--- src/rtl/mat_operand_loader_pkg.sv ---
// Shared sizing for the operand loader and the matrix-multiply wrapper it feeds.
package mat_operand_loader_pkg;

  localparam int unsigned LOADER_W_IN = 8;
  localparam int unsigned LOADER_N    = 8;
  localparam int unsigned FRAME_BEATS = 2 * LOADER_N * LOADER_N;

  // Beats per frame: two N x N matrices, one element per beat.
  function automatic int unsigned frame_beats(input int unsigned n);
    return 2 * n * n;
  endfunction

endpackage

--- src/rtl/mat_operand_loader_if.sv ---
// Valid/ready element stream with a last-beat frame marker.
interface mat_operand_loader_if
  import mat_operand_loader_pkg::*;
#(
  parameter int unsigned W_IN = LOADER_W_IN
);

  logic            s_valid;
  logic            s_ready;
  logic [W_IN-1:0] s_data;
  logic            s_last;

  modport master (output s_valid, output s_data, output s_last, input s_ready);
  modport slave  (input s_valid, input s_data, input s_last, output s_ready);

endinterface

--- src/rtl/mat_operand_loader.sv ---
// Collects 2*N*N serial elements into a packed operand bus for the matmul wrapper.
// Malformed frames (early or missing s_last) are discarded and flagged on err_out.
module mat_operand_loader
  import mat_operand_loader_pkg::*;
#(
  parameter int unsigned W_IN = LOADER_W_IN,
  parameter int unsigned N    = LOADER_N
) (
  input  logic                     clk,
  input  logic                     resetn,
  mat_operand_loader_if.slave      s,
  output logic                     valid_out,
  output logic [2*N*N*W_IN-1:0]    data_out,
  output logic                     err_out
);

  localparam int unsigned BEATS = frame_beats(N);
  localparam int unsigned CW    = $clog2(BEATS);
  localparam logic [CW-1:0] LAST_IDX = CW'(BEATS - 1);

  localparam logic [0:0] FILL = 1'b0;
  localparam logic [0:0] DROP = 1'b1;

  logic [0:0]                  state;
  logic [CW-1:0]               cnt;
  logic                        ready;
  // The final beat bypasses staging and is merged straight into data_out.
  logic [(BEATS-1)*W_IN-1:0]   staging;
  logic                        accept;

  assign accept  = s.s_valid && ready;
  assign s.s_ready = ready;

  // Element staging; intentionally left unreset.
  always_ff @(posedge clk) begin
    if (accept && state == FILL && cnt != LAST_IDX) begin
      staging[cnt*W_IN +: W_IN] <= s.s_data;
    end
  end

  // Framing FSM, beat counter and output registers.
  always_ff @(posedge clk) begin
    if (!resetn) begin
      state     <= FILL;
      cnt       <= '0;
      ready     <= 1'b0;
      valid_out <= 1'b0;
      err_out   <= 1'b0;
      data_out  <= '0;
    end else begin
      ready     <= 1'b1;
      valid_out <= 1'b0;
      err_out   <= 1'b0;
      if (accept) begin
        case (state)
          FILL: begin
            if (cnt == LAST_IDX) begin
              cnt <= '0;
              if (s.s_last) begin
                data_out  <= {s.s_data, staging};
                valid_out <= 1'b1;
              end else begin
                // Overlong frame: flag now, swallow beats up to its s_last.
                err_out <= 1'b1;
                state   <= DROP;
              end
            end else if (s.s_last) begin
              err_out <= 1'b1;
              cnt     <= '0;
            end else begin
              cnt <= cnt + 1'b1;
            end
          end
          DROP: begin
            if (s.s_last) begin
              state <= FILL;
            end
          end
          default: state <= FILL;
        endcase
      end
    end
  end

endmodule

--- src/flat_wrapper.sv ---
// flat-port wrapper written by rule: the top's interface ports become plain ports
module mat_operand_loader_flat import mat_operand_loader_pkg::*;
#(
  parameter int unsigned W_IN = LOADER_W_IN,
  parameter int unsigned N    = LOADER_N
)
  (clk, resetn, valid_out, data_out, err_out, s_s_valid, s_s_data, s_s_last, s_s_ready);
  mat_operand_loader_if #(.W_IN(W_IN)) s_i ();
  input  logic clk;
  input  logic resetn;
  output logic valid_out;
  output logic [2*N*N*W_IN-1:0] data_out;
  output logic err_out;
  input wire logic [$bits(s_i.s_valid)-1:0] s_s_valid;
  input wire logic [$bits(s_i.s_data)-1:0] s_s_data;
  input wire logic [$bits(s_i.s_last)-1:0] s_s_last;
  output wire logic [$bits(s_i.s_ready)-1:0] s_s_ready;
  assign s_i.s_valid = s_s_valid;
  assign s_i.s_data = s_s_data;
  assign s_i.s_last = s_s_last;
  assign s_s_ready = s_i.s_ready;
  mat_operand_loader #(.W_IN(W_IN), .N(N)) u_core (.clk(clk), .resetn(resetn), .s(s_i), .valid_out(valid_out), .data_out(data_out), .err_out(err_out));
endmodule
--- config.mk ---
export PLATFORM = sky130hd
export DESIGN_NAME = mat_operand_loader_flat
export DESIGN_NICKNAME = d
export VERILOG_FILES = /design/src/rtl/mat_operand_loader_pkg.sv /design/src/rtl/mat_operand_loader_if.sv /design/src/rtl/mat_operand_loader.sv /design/src/flat_wrapper.sv
export SDC_FILE = /design/constraint.sdc
export NUM_CORES = 2
export LEC_CHECK = 0
export ABC_AREA = 1
export CAP_MARGIN = 15
export CORE_MARGIN = 2
export CORE_UTILIZATION = 40
export DETAILED_ROUTE_END_ITERATION = 8
export GPL_TIMING_DRIVEN = 1
export PLACE_DENSITY = 0.71
export SKIP_CTS_REPAIR_TIMING = 1
export SLEW_MARGIN = 20
export SYNTH_ARGS = -nofsm -noshare
export SYNTH_HDL_FRONTEND = slang
export SYNTH_SLANG_ARGS = --single-unit
--- constraint.sdc ---
create_clock -name clk -period 3.3 [get_ports clk]
set_input_delay 0.99 -clock clk [delete_from_list [all_inputs] [get_ports clk]]
set_output_delay 0.99 -clock clk [all_outputs]
set_load 0.005 [all_outputs]
==> flow_metrics.tcl <==
set metrics [dict create \
    status "completed" \
    cts_tree "yes" \
    fp.dieH_um 437.0 \
    vias_per_cell 5.452 \
    critPathSlowestCell "nor3_1" \
    antenna_found_initial 27 \
    synth_cells 7810 \
    synth_top_area_share_pct 40.68 \
    grt.total_usage_pct 34.15 \
    first_pass_iters 6 \
    highest-signal-layer "met5" \
    grt_pass1_vias 60480 \
    max_cap_violations 0 \
    wirelength_mm 337.6 \
    start_util_pct 40.36 \
    hp-class "reg -> reg" \
    cts_sinks 2051 \
    grt_start_max_net_pins 145 \
    synth.distinct_cells 26 \
    clockRootBuffer "clkbuf_16" \
    core_area_sq_um 185800 \
    m1WireLength_mm 127.6 \
    synth_common_cells "nor2_1 (3,313), dfxtp_1 (1,035), edfxtp_1 (1,016), o21ai_0 (807), clkbuf_1 (431)" \
    power_leakage_nw 42.07 \
    grt_pass1_wl_mm 460.3 \
    io_buffers 1038 \
    postPlaceCellArea_sq_um 92880 \
    syn-num-nets 7826 \
    crit_path_end_kind "register" \
    numCtsBuffers 203 \
    worstPathCellList "inv_1 > ha_1 > or2_2 > nand2_1 > clkinv_1 > buf_12 > nor3_1 > nand3_1 > nor2_1 > buf_4" \
    ys_ff_latch 2051 \
    wire_per_inst_um 28.54 \
    rsz0062_at_grt "false" \
    start_kind "register" \
    crit_family "simple AND/OR/NAND/NOR gates" \
    slew_violations 0 \
    ys_seq_area_share_pct 68.31 \
    worst-setup-path-type "reg -> reg" \
    cp.arrival_ns 3.79 \
    fin_area_sq_um 99890 \
    peakVddDrop_mv 0.4229 \
    p_per_area_nw_per_um2 515.4 \
    synth_area_sq_um 75000 \
    pin_count 1039 \
    die_area_sq_um 191000 \
    dp_cells 11420 \
    final_nets 9171 \
    wl_met2_mm 149.9 \
    crit_path_max_incr_delay_ns 0.82 \
    async_flop_share_pct 0 \
    fmax_mhz 311.2 \
    path_buf_inv 4 \
    drtAntennaViolNets 0 \
    final_cells 11830 \
    htreeDepth 4 \
    skew_ns 0.02126 \
    synth-edff-count 1016 \
    worstPathRequired_ns 3.87 \
    finalHoldViolCount 0 \
    drt_iter0_drc 8274 \
    worstMarginPinSlew_ns 0.9933 \
    relSlewSlack_pct 33.27 \
    yosysMostFrequentCell "nor2_1" \
    timing.final.crit_share_pct 97.39 \
    dp_hpwl_mm 255.3 \
    ctsLongestPathBuffers 3 \
    yosysTopAreaCell "edfxtp_1" \
    post-route-drc-count 0 \
    die_w_um 437.0 \
    std_cell_rows 158 \
    synthFlopType "dfxtp_1" \
    grt_overflow 0 \
    critPathMaxFanout 34 \
    wl_met3_mm 29.84 \
    setup_viol 0 \
    finalCriticalPeriod_ns 3.214 \
    syn_avg_cell_area_sq_um 9.603 \
    clkLatencyLatePin_ns 0.88 \
    yosysWarnings 0 \
    final_layout_size_suffix_gt1_share_pct 12.18 \
    utilization_pct 53.76 \
    clk_pin_slew_ns 0.06 \
    synthTopCellsByArea "edfxtp_1 (41%), dfxtp_1 (28%), nor2_1 (17%)" \
    area_delta_synth_final_pct 33.19 \
    gp_congestion 1.019 \
    vias 64500 \
]
-- worst register-to-register path, stage by stage (launching register included) --
cell and delay [ns]:
dfxtp_1 0.40, inv_1 0.07, ha_1 0.20, or2_2 0.29, nand2_1 0.13, clkinv_1 0.14
buf_12 0.22, nor3_1 0.82, nand3_1 0.29, nor2_1 0.16, buf_4 0.20
-- placed cells by master (no fill, tap or decap), types with 12 or more instances in the layout --
master / instances
buf_4: 599
inv_1: 103
clkinv_2: 41
nor3_1: 50
nand2_1: 296
clkbuf_16: 213
buf_12: 99
nor3_2: 14
o21ai_1: 221
nor2_1: 3238
clkinv_1: 20
nor2_2: 68
nand4_1: 97
a21oi_1: 16
nand3_1: 203
dfxtp_1: 1035
clkbuf_1: 41
bufinv_16: 12
diode_2: 15
clkbuf_8: 32
clkdlybuf4s50_1: 1037
o21ai_0: 807
edfxtp_1: 1016
-- path summary, 6_finish.rpt --
kind,startpoint,endpoint,slack (ns),cells after the start
setup / recovery,u_core.cnt[1]$_SDFFE_PN0P_,u_core.staging[518]$_DFFE_PP_,0.09,10
hold / removal,u_core.staging[421]$_DFFE_PP_,u_core.data_out[421]$_SDFFE_PN0P_,0.47,2
setup reg to reg,u_core.cnt[1]$_SDFFE_PN0P_,u_core.staging[518]$_DFFE_PP_,0.09,10
hold reg to reg,u_core.staging[421]$_DFFE_PP_,u_core.data_out[421]$_SDFFE_PN0P_,0.47,2
-- final cells by class --
cell class	count	area [sq um]
antenna	15	37.54
multi-input combinational	5049	21330
timing repair buffer	1736	16870
clock inverter	95	913.4
inverter	114	457.9
fill	16350	85930
tap	2480	3103
clock buffer	290	5949
sequential	2051	51230
-- cell families after synthesis --
group | Yosys count | share of synthesized area (%)
xor gates and xnor gates | 2 | 0.02336
DFF | 2051 | 68.31
AOI/OAI and AO/OA | 1047 | 6.995
and+or+nand+nor | 3996 | 20.83
adders and majority gates | 4 | 0.06673
buffers and inverters | 710 | 3.775
-- per-layer routing --
layer | vias to the layer above | track usage, %
li1 | 28430 | -
met1 | 31450 | 42.75
met2 | 3765 | 51.68
met3 | 838 | 7.095
met4 | 18 | 26.47
met5 | - | 0
-- sequential cells by signal, indices dropped and copies added (netlist names) --
signal,cells
u_core.staging,1016
u_core.s.s_ready,1
u_core.data_out,1024
u_core.valid_out,1
u_core.err_out,1
u_core.state,1
u_core.cnt,7
-- metrics by stage --
step / total power, mW / setup slack (ns) / TNS (ns) / hold slack, ns
detailed placement: 28.22 / -0.3413 / -10.26 / 0.4586
global placement: 28.21 / -0.3918 / -12.19 / 0.4541
global route: 52.64 / 0.00004441 / 0 / 0.4884
finish: 51.48 / 0.08627 / 0 / 0.4651
floorplan: 27.67 / -0.2089 / -22.74 / 0.4474
CTS: 51.62 / -0.1109 / -0.1980 / 0.4619
-- power breakdown --
group / internal, mW / leakage (nW) / switching [mW]
logic: 0.244 / 18.6 / 0.983
clock network: 13.5 / 3.39 / 10.2
registers: 26.5 / 20.1 / 0.00245
Note: power is estimated with default switching activity, not from simulation.
